$ cat src/rtl/q12_4_pkg.sv
`default_nettype none
// ============================================================================
// Module  : q12_4_pkg
// Brief   : Shared opcodes, Q12.4 limits, FSM encoding and saturation helper.
// Revision: 1.0
// ============================================================================
package q12_4_pkg;

   localparam int FRAC_BITS = 4;

   localparam logic [1:0] OP_ADD = 2'b00;
   localparam logic [1:0] OP_SUB = 2'b01;
   localparam logic [1:0] OP_MUL = 2'b10;
   localparam logic [1:0] OP_DIV = 2'b11;

   localparam logic [15:0] Q_MAX_POS = 16'h7FFF;
   localparam logic [15:0] Q_MAX_NEG = 16'h8000;

   localparam logic [1:0] S_IDLE   = 2'd0;
   localparam logic [1:0] S_MUL    = 2'd1;
   localparam logic [1:0] S_DIV    = 2'd2;
   localparam logic [1:0] S_FINISH = 2'd3;

   typedef struct packed {
      logic        ovf;
      logic [15:0] val;
   } sat_t;

   // Sign/magnitude to clamped two's complement; a zero magnitude never yields -0.
   function automatic sat_t q_saturate(input logic neg, input logic [27:0] mag);
      sat_t s;
      s.ovf = 1'b0;
      s.val = 16'h0000;
      if (mag != 28'd0) begin
         if (!neg) begin
            if (mag > 28'h0007FFF) begin
               s.ovf = 1'b1;
               s.val = Q_MAX_POS;
            end else begin
               s.val = mag[15:0];
            end
         end else begin
            if (mag > 28'h0008000) begin
               s.ovf = 1'b1;
               s.val = Q_MAX_NEG;
            end else begin
               s.val = 16'd0 - mag[15:0];
            end
         end
      end
      return s;
   endfunction

endpackage
`default_nettype wire

$ cat src/rtl/q12_4_iter_core.sv
`default_nettype none
// ============================================================================
// Module  : q12_4_iter_core
// Brief   : Shared shift/accumulate datapath: shift-add multiply, restoring divide.
// Revision: 1.0
// ============================================================================
module q12_4_iter_core (
   input  logic        clk,
   input  logic        rst,
   input  logic        i_load,
   input  logic        i_step,
   input  logic        i_mode,
   input  logic [19:0] i_lo_init,
   input  logic [15:0] i_operand,
   output logic [27:0] o_mul_mag,
   output logic [19:0] o_quotient
);
   import q12_4_pkg::*;

   // r_acc: product high half or partial remainder; r_lo: multiplier or dividend/quotient
   logic [15:0] r_acc;
   logic [19:0] r_lo;
   logic [15:0] w_acc_nxt;
   logic [19:0] w_lo_nxt;
   logic [16:0] w_sum;
   logic [16:0] w_shift;
   logic        w_ge;
   logic [15:0] w_diff;

   assign w_sum   = {1'b0, r_acc} + {1'b0, (r_lo[0] ? i_operand : 16'd0)};
   assign w_shift = {r_acc, r_lo[19]};
   assign w_ge    = w_shift >= {1'b0, i_operand};
   assign w_diff  = w_shift[15:0] - i_operand;

   always_comb begin
      w_acc_nxt = r_acc;
      w_lo_nxt  = r_lo;
      if (i_load) begin
         w_acc_nxt = 16'd0;
         w_lo_nxt  = i_lo_init;
      end else if (i_step) begin
         if (i_mode) begin
            w_acc_nxt = w_ge ? w_diff : w_shift[15:0];
            w_lo_nxt  = {r_lo[18:0], w_ge};
         end else begin
            w_acc_nxt = w_sum[16:1];
            w_lo_nxt  = {4'd0, w_sum[0], r_lo[15:1]};
         end
      end
   end

   always_ff @(posedge clk or negedge rst) begin
      if (!rst) begin
         r_acc <= 16'd0;
         r_lo  <= 20'd0;
      end else begin
         r_acc <= w_acc_nxt;
         r_lo  <= w_lo_nxt;
      end
   end

   assign o_mul_mag  = {r_acc, r_lo[15:FRAC_BITS]};
   assign o_quotient = r_lo;

endmodule
`default_nettype wire

$ cat src/rtl/fixed_point_alu_q12_4.sv
`default_nettype none
// ============================================================================
// Module  : fixed_point_alu_q12_4
// Brief   : Sequential signed Q12.4 add/sub/mul/div with start/done handshake.
// Revision: 1.0
// ============================================================================
module fixed_point_alu_q12_4 #(
   parameter int FRAC_BITS = q12_4_pkg::FRAC_BITS,
   parameter int WIDTH     = 16
) (
   input  logic             clk,
   input  logic             rst,
   input  logic             start,
   input  logic [1:0]       op,
   input  logic [WIDTH-1:0] a,
   input  logic [WIDTH-1:0] b,
   output logic [WIDTH-1:0] result,
   output logic             busy,
   output logic             done,
   output logic             overflow,
   output logic             div_by_zero
);
   import q12_4_pkg::*;

   localparam logic [4:0] c_MUL_LAST = 5'd15;
   localparam logic [4:0] c_DIV_LAST = 5'd19;
   localparam logic [4:0] c_FIN_LAST = 5'd1;

   logic [1:0]       r_state, w_next_state;
   logic [4:0]       r_cnt;
   logic [1:0]       r_op;
   logic [WIDTH:0]   r_mag_a, r_mag_b;
   logic             r_sign_a, r_sign_b, r_dbz;
   logic             r_raw_neg;
   logic [27:0]      r_raw_mag;
   logic [WIDTH-1:0] r_result;
   logic             r_done, r_overflow, r_div_by_zero;

   logic             w_accept, w_core_load, w_core_step, w_fin_calc, w_fin_write, w_busy;
   logic [WIDTH:0]   w_a_ext, w_b_ext, w_mag_a, w_mag_b;
   logic [WIDTH:0]   w_sa, w_sb, w_sum, w_sum_mag;
   logic [19:0]      w_lo_init, w_quotient;
   logic [27:0]      w_mul_mag;
   sat_t             w_sat;

   assign w_a_ext = {a[WIDTH-1], a};
   assign w_b_ext = {b[WIDTH-1], b};
   assign w_mag_a = a[WIDTH-1] ? -w_a_ext : w_a_ext;
   assign w_mag_b = b[WIDTH-1] ? -w_b_ext : w_b_ext;

   always_ff @(posedge clk or negedge rst) begin
      if (!rst) r_state <= S_IDLE;
      else      r_state <= w_next_state;
   end

   always_comb begin
      w_next_state = r_state;
      case (r_state)
         S_IDLE: begin
            if (start) begin
               if (op == OP_MUL)                     w_next_state = S_MUL;
               else if (op == OP_DIV && b != '0)     w_next_state = S_DIV;
               else                                  w_next_state = S_FINISH;
            end
         end
         S_MUL:    if (r_cnt == c_MUL_LAST) w_next_state = S_FINISH;
         S_DIV:    if (r_cnt == c_DIV_LAST) w_next_state = S_FINISH;
         S_FINISH: if (r_cnt == c_FIN_LAST) w_next_state = S_IDLE;
         default:  w_next_state = S_IDLE;
      endcase
   end

   // FINISH spans two cycles: form sign/magnitude, then saturate into result
   always_comb begin
      w_accept    = (r_state == S_IDLE) && start;
      w_core_load = w_accept;
      w_core_step = (r_state == S_MUL) || (r_state == S_DIV);
      w_fin_calc  = (r_state == S_FINISH) && (r_cnt == 5'd0);
      w_fin_write = (r_state == S_FINISH) && (r_cnt == c_FIN_LAST);
      w_busy      = (r_state != S_IDLE);
   end

   always_ff @(posedge clk or negedge rst) begin
      if (!rst)                                               r_cnt <= 5'd0;
      else if (r_state == S_IDLE || w_next_state != r_state) r_cnt <= 5'd0;
      else                                                    r_cnt <= r_cnt + 5'd1;
   end

   always_ff @(posedge clk or negedge rst) begin
      if (!rst) begin
         r_op     <= OP_ADD;
         r_mag_a  <= '0;
         r_mag_b  <= '0;
         r_sign_a <= 1'b0;
         r_sign_b <= 1'b0;
         r_dbz    <= 1'b0;
      end else if (w_accept) begin
         r_op     <= op;
         r_mag_a  <= w_mag_a;
         r_mag_b  <= w_mag_b;
         r_sign_a <= a[WIDTH-1];
         r_sign_b <= b[WIDTH-1];
         r_dbz    <= (op == OP_DIV) && (b == '0);
      end
   end

   assign w_lo_init = (op == OP_DIV) ? {w_mag_a[WIDTH-1:0], {FRAC_BITS{1'b0}}}
                                     : {4'd0, w_mag_b[WIDTH-1:0]};

   q12_4_iter_core u_iter_core (
      .clk        (clk),
      .rst        (rst),
      .i_load     (w_core_load),
      .i_step     (w_core_step),
      .i_mode     (r_op == OP_DIV),
      .i_lo_init  (w_lo_init),
      .i_operand  ((r_op == OP_DIV) ? r_mag_b[WIDTH-1:0] : r_mag_a[WIDTH-1:0]),
      .o_mul_mag  (w_mul_mag),
      .o_quotient (w_quotient)
   );

   assign w_sa      = r_sign_a ? -r_mag_a : r_mag_a;
   assign w_sb      = r_sign_b ? -r_mag_b : r_mag_b;
   assign w_sum     = (r_op == OP_SUB) ? (w_sa - w_sb) : (w_sa + w_sb);
   assign w_sum_mag = w_sum[WIDTH] ? -w_sum : w_sum;

   always_ff @(posedge clk or negedge rst) begin
      if (!rst) begin
         r_raw_neg <= 1'b0;
         r_raw_mag <= 28'd0;
      end else if (w_fin_calc) begin
         case (r_op)
            OP_ADD, OP_SUB: begin
               r_raw_neg <= w_sum[WIDTH];
               r_raw_mag <= {11'd0, w_sum_mag};
            end
            OP_MUL: begin
               r_raw_neg <= r_sign_a ^ r_sign_b;
               r_raw_mag <= w_mul_mag;
            end
            OP_DIV: begin
               r_raw_neg <= r_sign_a ^ r_sign_b;
               r_raw_mag <= {8'd0, w_quotient};
            end
         endcase
      end
   end

   assign w_sat = q_saturate(r_raw_neg, r_raw_mag);

   always_ff @(posedge clk or negedge rst) begin
      if (!rst) begin
         r_result      <= '0;
         r_done        <= 1'b0;
         r_overflow    <= 1'b0;
         r_div_by_zero <= 1'b0;
      end else begin
         r_done <= w_fin_write;
         if (w_fin_write) begin
            if (r_dbz) begin
               r_result      <= (r_mag_a == '0) ? '0 : (r_sign_a ? Q_MAX_NEG : Q_MAX_POS);
               r_overflow    <= 1'b0;
               r_div_by_zero <= 1'b1;
            end else begin
               r_result      <= w_sat.val;
               r_overflow    <= w_sat.ovf;
               r_div_by_zero <= 1'b0;
            end
         end
      end
   end

   assign result      = r_result;
   assign busy        = w_busy;
   assign done        = r_done;
   assign overflow    = r_overflow;
   assign div_by_zero = r_div_by_zero;

endmodule
`default_nettype wire
$ cat config.mk
export PLATFORM = sky130hd
export DESIGN_NAME = fixed_point_alu_q12_4
export DESIGN_NICKNAME = d
export VERILOG_FILES = /design/src/rtl/q12_4_pkg.sv /design/src/rtl/q12_4_iter_core.sv /design/src/rtl/fixed_point_alu_q12_4.sv
export SDC_FILE = /design/constraint.sdc
export NUM_CORES = 1
export LEC_CHECK = 0
export ABC_AREA = 1
export CAP_MARGIN = 40
export CORE_MARGIN = 8
export CORE_UTILIZATION = 40
export DETAILED_ROUTE_END_ITERATION = 8
export GPL_TIMING_DRIVEN = 0
export PLACE_DENSITY = 0.58
export SLEW_MARGIN = 20
export SYNTH_ARGS = -nofsm -noshare
export SYNTH_HDL_FRONTEND = slang
export SYNTH_SLANG_ARGS = --single-unit
$ cat constraint.sdc
create_clock -name clk -period 5.2 [get_ports clk]
set_input_delay 0.52 -clock clk [delete_from_list [all_inputs] [get_ports clk]]
set_output_delay 0.52 -clock clk [all_outputs]
set_load 0.02 [all_outputs]
==> results of run 1 <==
-- state kept, by name, indices dropped and copies added, names as in the netlist, 2 cells and up --
register,flops
r_raw_mag,28
u_iter_core.o_quotient,20
r_mag_a,17
r_mag_b,17
result,16
u_iter_core.r_acc,16
r_cnt,5
r_op,2
r_state,2
-- final cells by class --
cell class	instances	area (um2)	share of cell area [%]
Tap cell	384	480.5	3.654
Multi-Input combinational cell	1309	7134	54.26
Clock buffer	18	439.2	3.340
Timing Repair Buffer	57	594.3	4.520
Buffer	54	241.5	1.837
Clock inverter	14	141.4	1.075
Inverter	230	863.3	6.566
Sequential cell	130	3253	24.74
-- worst register-to-register path: stages (launching register included) --
cell and delay [ps]:
dfrtp_1 480, nand2_1 240, clkbuf_1 410, buf_1 600, nand2_1 90, o21ai_0 290, ha_1 420, nand3_1 110
nand3_1 160, nand2_1 110, o211ai_1 140, a21boi_1 250, o21ai_0 230, a21o_1 230, nand2_1 130, nand2_2 180
nor2_1 220, buf_4 220, nand2_1 80, nand3_1 60, o21ai_0 110
-- stage by stage --
step	instance area, um2	TNS (ps)	hold slack [ps]	util [%]
floorplan	11490	0	224.4	-
global placement	12510	-254710	466.2	43.95
detailed placement	12560	0	430.0	44.11
CTS	13150	0	488.2	46.18
global route	13150	0	499.9	46.18
finish	13150	0	488.2	46.18
-- path summary, 6_finish.rpt --
kind / from / end / slack, ps
setup reg to reg: r_op[0] / u_iter_core.r_acc[2] / 300
setup / recovery: r_op[0] / u_iter_core.r_acc[2] / 300
max in group asynchronous: rst / r_mag_b[13] / 3850
min in group asynchronous: rst / r_raw_mag[26] / 570
hold / removal: div_by_zero / div_by_zero / 490
hold reg to reg: div_by_zero / div_by_zero / 490
-- cells in the final DEF, fill, tap and decap left out, types with 27 or more instances in the layout --
| cell | count |
|---|---|
| clkbuf_1 | 41 |
| nor2_1 | 165 |
| dfrtp_1 | 130 |
| nor3_1 | 35 |
| o21ai_0 | 158 |
| clkdlybuf4s50_1 | 53 |
| nand2_1 | 380 |
| nand3_1 | 146 |
| a21oi_1 | 107 |
| xor2_1 | 66 |
| ha_1 | 65 |
| xnor2_1 | 27 |
| inv_1 | 221 |
-- logic make-up (layout without fill, tap and decap cells) --
kind of cell	after synthesis	after routing
XOR/XNOR	93	93
AO/OA/AOI/OAI	357	357
flip-flops	130	130
AND/OR/NAND/NOR	791	791
adder cells (fa/ha/maj)	68	68
buffers and inverters	284	373
-- Yosys cell counts, types with 7 or more instances --
cell type	count	area, um2
xor2_1	66	578.1
dfrtp_1	130	3253
a31oi_1	11	68.82
nand2_1	380	1426
nor3_1	35	175.2
inv_1	221	829.6
clkbuf_1	41	153.9
o211ai_1	7	52.55
nor2_1	165	619.3
xnor2_1	27	236.5
or2_2	8	50.05
a21oi_1	107	535.5
nand4_1	26	162.7
a22oi_1	7	52.55
a21oi_2	10	87.58
ha_1	65	813.3
clkinv_1	7	26.28
nand3b_1	7	52.55
nand3_1	146	730.7
a2bb2oi_1	16	140.1
o21ai_0	158	790.8
-- routing by layer --
layer	vias up	wire length [um]	global-route usage, %	share of wire [%]
met1	5471	18490	32.04	46
met4	0	682	4.930	1.7
met3	50	2757	4.158	6.8
li1	5859	-	-	-
met2	416	18350	38.86	46
met5	-	0	0	0
-- what timing repair did --
item	4_1_cts	5_1_grt
hold endpoints to repair	40	0
buffers inserted	0	0
hold buffers	1	0
gates resized for setup	0	0
==> metrics.txt, run 1 <==
outcome completed; Cells after DPL 2163; Final Slew Violations 0; Critical Path Most Common Cell nand2_1; PortBufs 54; actual slew at the worst max-slew pin 798.0 ps; Crit Path Max Fanout 10; gr usage total 23.63%; Die Height 185.5 um; share of layout cells above drive strength 1 4.636%; Data required, critical path 5490 ps; HP Class register to register; WP buf/inv 3; largest family of logic cells by synthesized area simple AND/OR/NAND/NOR gates; fin nets 1904; ys flop type dfrtp_1; die area 34410 um2; CTS sink cnt 130; drt initial violations 1159; worst path cell trace nand2_1, clkbuf_1, buf_1, nand2_1, o21ai_0, ha_1, nand3_1, nand3_1, nand2_1, o211ai_1, a21boi_1, o21ai_0, a21o_1, nand2_1, nand2_2, nor2_1, buf_4, nand2_1, nand3_1, o21ai_0; Post-DRT Antenna Nets 0; drt first pass iters 6; Std-Cell Rows 62; Vias 11796; Ports 57; post-synthesis simple-gate area fraction 29.56%; Setup-failing EPs final 0; initial antenna violation count 0; CTS Buf Count 17; Synth Net Count 1828; worst setup margin 304.3 ps; Compound-Gate Fraction of Synth Area 17.83%; WS Path Type register to register; Tmin final 4896 ps; CP delay by family, top simple AND/OR/NAND/NOR gates; Clock Latency Late Sink 440 ps; yosys warns 0; Antenna Cells 0; sequential area share after synthesis 28.31%; drt via density 5.372; clock skew 19.68 ps; CP max stage cell buf_1; period utilization 94.15%; Hold Path Cell Cnt 2; Fin. Hold Viols 0; Achievable Freq 0.2043 GHz; Worst-path clk slew 80 ps; Initial Util 40.37%; Longest Clk Path Bufs 2; CP Depth 20; mux cell area share after synthesis 0%; CP Data Arrival Time 5190 ps; die width 185.5 um; H-tree depth 4; HPWL Detailed 32550 um; Placeable Area 28470 um2; crit end category register; Seq cells post-synth 130; Mapped Cells 1723; fin cells 2196; reg2reg path depth 20; RSZ-0062 raised after global routing no; # DRC 0; synthesized cell area 11490 um2; number of library cell types mapped by synthesis 51; first-pass GRT wire length 63710 um; DP Worst Slack 523.5 ps; max-cap check violation count 0; Slew headroom 46.24%; pin count of the biggest net entering global routing 91; critical path launch point type register; mean post-synth cell area 6.670 um2; grt ovf 0; final WL 40280 um; CTS tree yes; number of synthesized flops with an enable pin 0; Root Buffer clkbuf_16; post-synthesis xor/xnor area fraction 7.088%; gpl congestion 0.9449; Avg WL per Cell 18.34 um; adder-cell share of the synthesized area 7.599%; FILL cells 3015; Area Growth Syn to Fin 14.40%; asr flop ratio synth 100.0%; Critical Path Max Stage Delay 600 ps; vias in the first global route 11254
Power of run 1 is not shown: default switching activity piles up to over one toggle a cycle in this logic, so the estimate is an artifact.
==> run 2: changes to the inputs <==
--- a/config.mk
+++ b/config.mk
@@ -9,6 +9,7 @@
 export CAP_MARGIN = 40
 export CORE_MARGIN = 8
 export CORE_UTILIZATION = 40
+export CTS_CLUSTER_SIZE = 12
 export DETAILED_ROUTE_END_ITERATION = 8
 export GPL_TIMING_DRIVEN = 0
 export PLACE_DENSITY = 0.58
==> results of run 2 <==
Same layout as run 1: the final DEF is identical, and so are final timing and power.
Power of run 2 is left out for the same reason.
